===== src/rtl/pipe_stage_skid.sv =====
// pipe_stage_skid: generic pipeline stage register with valid/ready handshake,
// a 2-entry skid buffer and synchronous flush. in_ready is a flop, so there is
// no combinational path from out_ready back to in_ready.
// Optional feature macro: PIPE_STAGE_PERF_EN adds the stall_cnt/bubble_cnt
// saturating performance counters and their ports.
module pipe_stage_skid #(
    parameter int                 DATA_W    = 84,
    parameter logic [DATA_W-1:0]  NOP_VALUE = {DATA_W{1'b0}},
    parameter int                 CNT_W     = 16
) (
    input  logic              clk,
    input  logic              rst,
    input  logic              flush,
    input  logic              in_valid,
    output logic              in_ready,
    input  logic [DATA_W-1:0] in_data,
    output logic              out_valid,
    input  logic              out_ready,
    output logic [DATA_W-1:0] out_data
`ifdef PIPE_STAGE_PERF_EN
    ,
    output logic [CNT_W-1:0]  stall_cnt,
    output logic [CNT_W-1:0]  bubble_cnt
`endif
);

    // EMPTY: main_v=0. FULL: main_v=1, skid_v=0. SKID: both valid.
    // Holding the occupancy as one enum makes "skid valid, main empty" unrepresentable.
    typedef enum logic [1:0] {
        EMPTY = 2'd0,
        FULL  = 2'd1,
        SKID  = 2'd2
    } state_e;

    state_e            state_q, state_d;
    logic [DATA_W-1:0] main_data_q, main_data_d;
    logic [DATA_W-1:0] skid_data_q, skid_data_d;

    logic main_v;
    logic skid_v;
    logic accept;
    logic drain;

    // Degenerate widths would silently produce an unusable stage.
    if (DATA_W < 1 || CNT_W < 1) begin : g_param_check
        $error("pipe_stage_skid: DATA_W and CNT_W must be at least 1");
    end

    assign main_v    = (state_q != EMPTY);
    assign skid_v    = (state_q == SKID);
    assign in_ready  = ~skid_v;
    assign out_valid = main_v;
    // Empty slots always hold NOP_VALUE, so no output mux is needed.
    assign out_data  = main_data_q;

    assign accept = in_valid & in_ready;
    assign drain  = out_valid & out_ready;

    // Next-state and next-payload logic; flush overrides any handshake.
    always_comb begin
        // NOTE: every signal driven here gets its hold value first so no path
        // leaves it unassigned, which would otherwise infer a latch.
        state_d     = state_q;
        main_data_d = main_data_q;
        skid_data_d = skid_data_q;

        unique case (state_q)
            EMPTY: begin
                if (accept) begin
                    main_data_d = in_data;
                    state_d     = FULL;
                end
            end
            FULL: begin
                if (drain && accept) begin
                    main_data_d = in_data;
                end else if (drain) begin
                    main_data_d = NOP_VALUE;
                    state_d     = EMPTY;
                end else if (accept) begin
                    skid_data_d = in_data;
                    state_d     = SKID;
                end
            end
            SKID: begin
                // in_ready is low here, so in_data is never looked at.
                if (drain) begin
                    main_data_d = skid_data_q;
                    skid_data_d = NOP_VALUE;
                    state_d     = FULL;
                end
            end
            default: begin
                state_d     = EMPTY;
                main_data_d = NOP_VALUE;
                skid_data_d = NOP_VALUE;
            end
        endcase

        // A handshake in the flush cycle is killed along with the held entries.
        if (flush) begin
            state_d     = EMPTY;
            main_data_d = NOP_VALUE;
            skid_data_d = NOP_VALUE;
        end
    end

    // Occupancy and payload registers with synchronous reset.
    always_ff @(posedge clk) begin
        // NOTE: sequential state uses non-blocking assignments so every flop
        // samples its pre-edge inputs regardless of block evaluation order.
        if (rst) begin
            // NOTE: payload registers are reset (not just the valid bits) so
            // out_data shows NOP_VALUE, never X, from the first post-reset cycle.
            state_q     <= EMPTY;
            main_data_q <= NOP_VALUE;
            skid_data_q <= NOP_VALUE;
        end else begin
            state_q     <= state_d;
            main_data_q <= main_data_d;
            skid_data_q <= skid_data_d;
        end
    end

`ifdef PIPE_STAGE_PERF_EN
    logic [CNT_W-1:0] stall_cnt_q, stall_cnt_d;
    logic [CNT_W-1:0] bubble_cnt_q, bubble_cnt_d;

    // Saturating counters; a flush cycle counts by its pre-edge outputs.
    always_comb begin
        stall_cnt_d  = stall_cnt_q;
        bubble_cnt_d = bubble_cnt_q;
        if (out_valid && !out_ready && (stall_cnt_q != {CNT_W{1'b1}})) begin
            stall_cnt_d = stall_cnt_q + 1'b1;
        end
        if (!out_valid && (bubble_cnt_q != {CNT_W{1'b1}})) begin
            bubble_cnt_d = bubble_cnt_q + 1'b1;
        end
    end

    // Counter registers: cleared only by reset, never by flush.
    always_ff @(posedge clk) begin
        if (rst) begin
            stall_cnt_q  <= '0;
            bubble_cnt_q <= '0;
        end else begin
            stall_cnt_q  <= stall_cnt_d;
            bubble_cnt_q <= bubble_cnt_d;
        end
    end

    assign stall_cnt  = stall_cnt_q;
    assign bubble_cnt = bubble_cnt_q;
`endif

endmodule


===== config.mk =====
export PLATFORM = sky130hd
export DESIGN_NAME = pipe_stage_skid
export DESIGN_NICKNAME = d
export VERILOG_FILES = /design/src/rtl/pipe_stage_skid.sv
export SDC_FILE = /design/constraint.sdc
export NUM_CORES = 1
export LEC_CHECK = 0
export CAP_MARGIN = 20
export CELL_PAD_IN_SITES_DETAIL_PLACEMENT = 1
export CELL_PAD_IN_SITES_GLOBAL_PLACEMENT = 1
export CORE_UTILIZATION = 40
export CTS_CLUSTER_DIAMETER = 40
export DETAILED_ROUTE_END_ITERATION = 8
export PLACE_DENSITY_LB_ADDON = 0.1
export RECOVER_POWER = 50
export SYNTH_ARGS = -nofsm -noshare
export SYNTH_HDL_FRONTEND = slang
export SYNTH_SLANG_ARGS = --single-unit
export TNS_END_PERCENT = 100

===== constraint.sdc =====
create_clock -name clk -period 5 [get_ports clk]
set_clock_uncertainty 0.2 [all_clocks]
set_input_delay 0.5 -clock clk [delete_from_list [all_inputs] [get_ports clk]]
set_output_delay 0.5 -clock clk [all_outputs]
set_load 0.1 [all_outputs]

==> metrics.md <==
| Metric | Value |
|---|---|
| Critical Path RT | 5.14 ns |
| Warning count from the yosys run | 0 |
| P per Cell Area | 330.6 mW/mm² |
| Failing checks | capacitance limit, slew limit |
| Routability cong. | approximately 0.7 |
| FILL cells | 2112 |
| Fin nets | 1071 |
| PostCTS Resize Cnt | 0 |
| Mean Syn Cell Area | ~8.5 µm² |
| Area grow syn2layout | 32.12% |
| Slew Viols, Final | 74 |
| Final setup viols | 0 |
| Clock Path Buffers | 2 |
| Cell taking the most area after synthesis | dfxtp_1 |
| Worst hold stages | 1 |
| Total power draw | ~3200 µW |
| Crit Path Class | in -> reg |
| CTS tree | built |
| Fin crit share | 0.7404 |
| Die ar. | 0.01891 mm² |
| Setup WS pre-CTS | 1.701 ns |
| DR vias | 7130 |
| Post-route ant nets | 0 |
| Drt total wl | 23.34 mm |
| Netlist Area Pre-Place | approximately 0.0073 mm² |
| FP Rows | 49 |
| N_diodes | 0 |
| Core box area | 0.01796 mm² |
| Leakage power | 0.003200 µW |
| Yosys top cell area share | 0.4633 |
| Largest cells by area after synthesis | dfxtp_1, nand2_1, a221o_1 |
| Number of I/O pins | 175 |
| CTS clk-pin slew, worst paths | 0.06 ns |
| Clk pwr share | 0.420 |
| P_sw | ~900 µW |
| CTS Hold Bufs | 0 |
| Slew margin rel. | -0.2625 |
| Fin Hold WS | ~0.28 ns |
| Most common cell after layout, fill and taps aside | nand2_1 |
| TNS Setup | 0 ns |
| Arr. time, crit path | between 3 and 4 ns |
| Crit path top cell by count | buf_4 |
| Die height | roughly 140 µm |
| VDD IR max | 285.3 µV |
| DR WL/cell | between 15 and 20 µm |
| Combinational power share | 0.143 |
| Post-synth cell types | 24 |
| Max FO, Critical Path | 54 |
| I/O Buffers | 174 |
| Final Worst Setup Slack | between 1 and 1.5 ns |
| Max stage delay cell, worst path | nor2_2 |
| Worst Reg-to-Reg Cells | 5 |
| Largest net degree at the start of global routing | 98 |
| Sw frac | 0.2805 |
| Most frequent cells in the layout | nand2_1, dfxtp_1, clkdlybuf4s50_1 |
| Count of state elements after synthesis | 170 |
| Initial antenna violation count | 0 |
| Crit end category | flop |
| Initial cell density of the core | 0.4089 |
| RSZ-0062 raised after global routing | no |
| Clk root buf | clkbuf_16 |
| CTS buffer count | 17 |
| DRT iter0 DRCs | 421 |
| CTS H-tree lvls | 4 |
| Synthesized netlist cell count | 869 |
| Fmax | 270.1 MHz |
| Grt ovf | 0 |
| Horiz. Die Dim | 137.5 µm |
| CTS Sinks | 170 |
| Hold crit path type | reg -> reg |
| Max-Cap Viols | 2 |
| Sequential power share | 0.437 |
| DR pass1 iterations | 5 |
| Layout cells sized above 1 | 0.05427 |
| Outcome | finished with violations |
| Via count of the first global-routing pass | 7197 |
| Gr usage total | 0.2501 |
| DRC Markers | 0 |
| Fin. Hold Viols | 0 |
| Seq/Total Area, Yosys | 0.4633 |
| Post-synthesis net count | 958 |
| Crit-path max cell delay | 1.21 ns |
| Critical path, cell by cell | clkbuf_1, buf_4, nor2_2, buf_4, nand2_1, a31oi_1 |
| Cell-internal power | 2309 µW |
| Worst setup SP type | primary input |
| HPWL after DPL | 13.50 mm |
| First-pass GRT wire length | about 37 mm |
| Worst-Margin Slew | 1.894 ns |
| Post CTS Setup Buffer Count | 0 |
| Clk_lat worst skew | between 0.4 and 0.5 ns |
| Avg Vias per Cell | about 5.8 |
| Tmin final | 3.702 ns |
[cell usage after synthesis]
cell type and instances:
nand3b_1 84, a31oi_1 84, or3_1 2, clkbuf_1 46, buf_6 7, o22ai_2 1, nand2b_1 2, nor2b_1 2
mux2i_1 1, buf_1 10, nor3_1 84, mux2_2 1, a221o_1 84, or2_1 1, buf_4 2, o32ai_1 1
nor2_1 1, a21oi_1 2, and4bb_2 1, nor3b_2 1, nand2_1 253, or2_2 1, dfxtp_1 170, buf_2 28
[layout make-up]
cell class              count  area (µm²)  area share
flip-flops and latches    170        3405      0.3508
well taps                 229       286.5     0.02952
clock buffers              22       484.2     0.04989
multi-input cells         606        3531      0.3638
clock inverters            10       116.4     0.01199
repair buffers            187        1883      0.1940
[worst max-delay path: cells and delay by family]
family                 cells  cell delay (ns)
buffers and inverters      3             1.83
and+or+nand+nor            2             1.32
AOI/OAI and AO/OA          1             0.18
[cell families after synthesis]
group,Yosys count,synth area share
AO/OA/AOI/OAI,172,0.1903
buffers and inverters,93,0.06047
multiplexers,2,0.002896
flip-flops,170,0.4633
AND/OR/NAND/NOR,432,0.2831
[layer usage]
metal / track usage / vias up / share of wire
li1: - / 3375 / -
met1: 0.3398 / 3566 / 0.47
met2: 0.4101 / 171 / 0.47
met3: 0.03974 / 18 / 0.044
met4: 0.06471 / 0 / 0.0096
met5: 0 / - / 0
[worst paths after layout]
kind                      from              end  slack, ns
hold / removal    out_data[76]     out_data[76]       0.28
setup / recovery     out_ready  skid_data_q[40]       1.30
hold reg to reg   out_data[76]     out_data[76]       0.28
setup reg to reg    state_q[1]  skid_data_q[40]       2.35
[power by group through the flow]
stage	logic (µW)	registers [µW]	clock network (µW)
5_1_grt	479	1410	1420
6_report	458	1400	1350
4_1_cts	468	1400	1370
2_1_floorplan	129	1600	0
3_3_place_gp	465	1430	0
3_5_place_dp	467	1430	0
[sequential cells by signal, indices dropped and copies added (netlist names)]
signal,count
out_data,84
skid_data_q,84
state_q,2
[through the flow]
stage / area (µm²) / cells / utilization
2_1_floorplan: 7346 / 869 / -
3_3_place_gp: 9111 / 1192 / 0.5072
3_5_place_dp: 9111 / 1192 / 0.5072
4_1_cts: 9712 / 1224 / 0.5406
5_1_grt: 9706 / 1224 / 0.5403
6_report: 9706 / 1224 / 0.5403
Note: power is estimated with default switching activity, not from simulation.
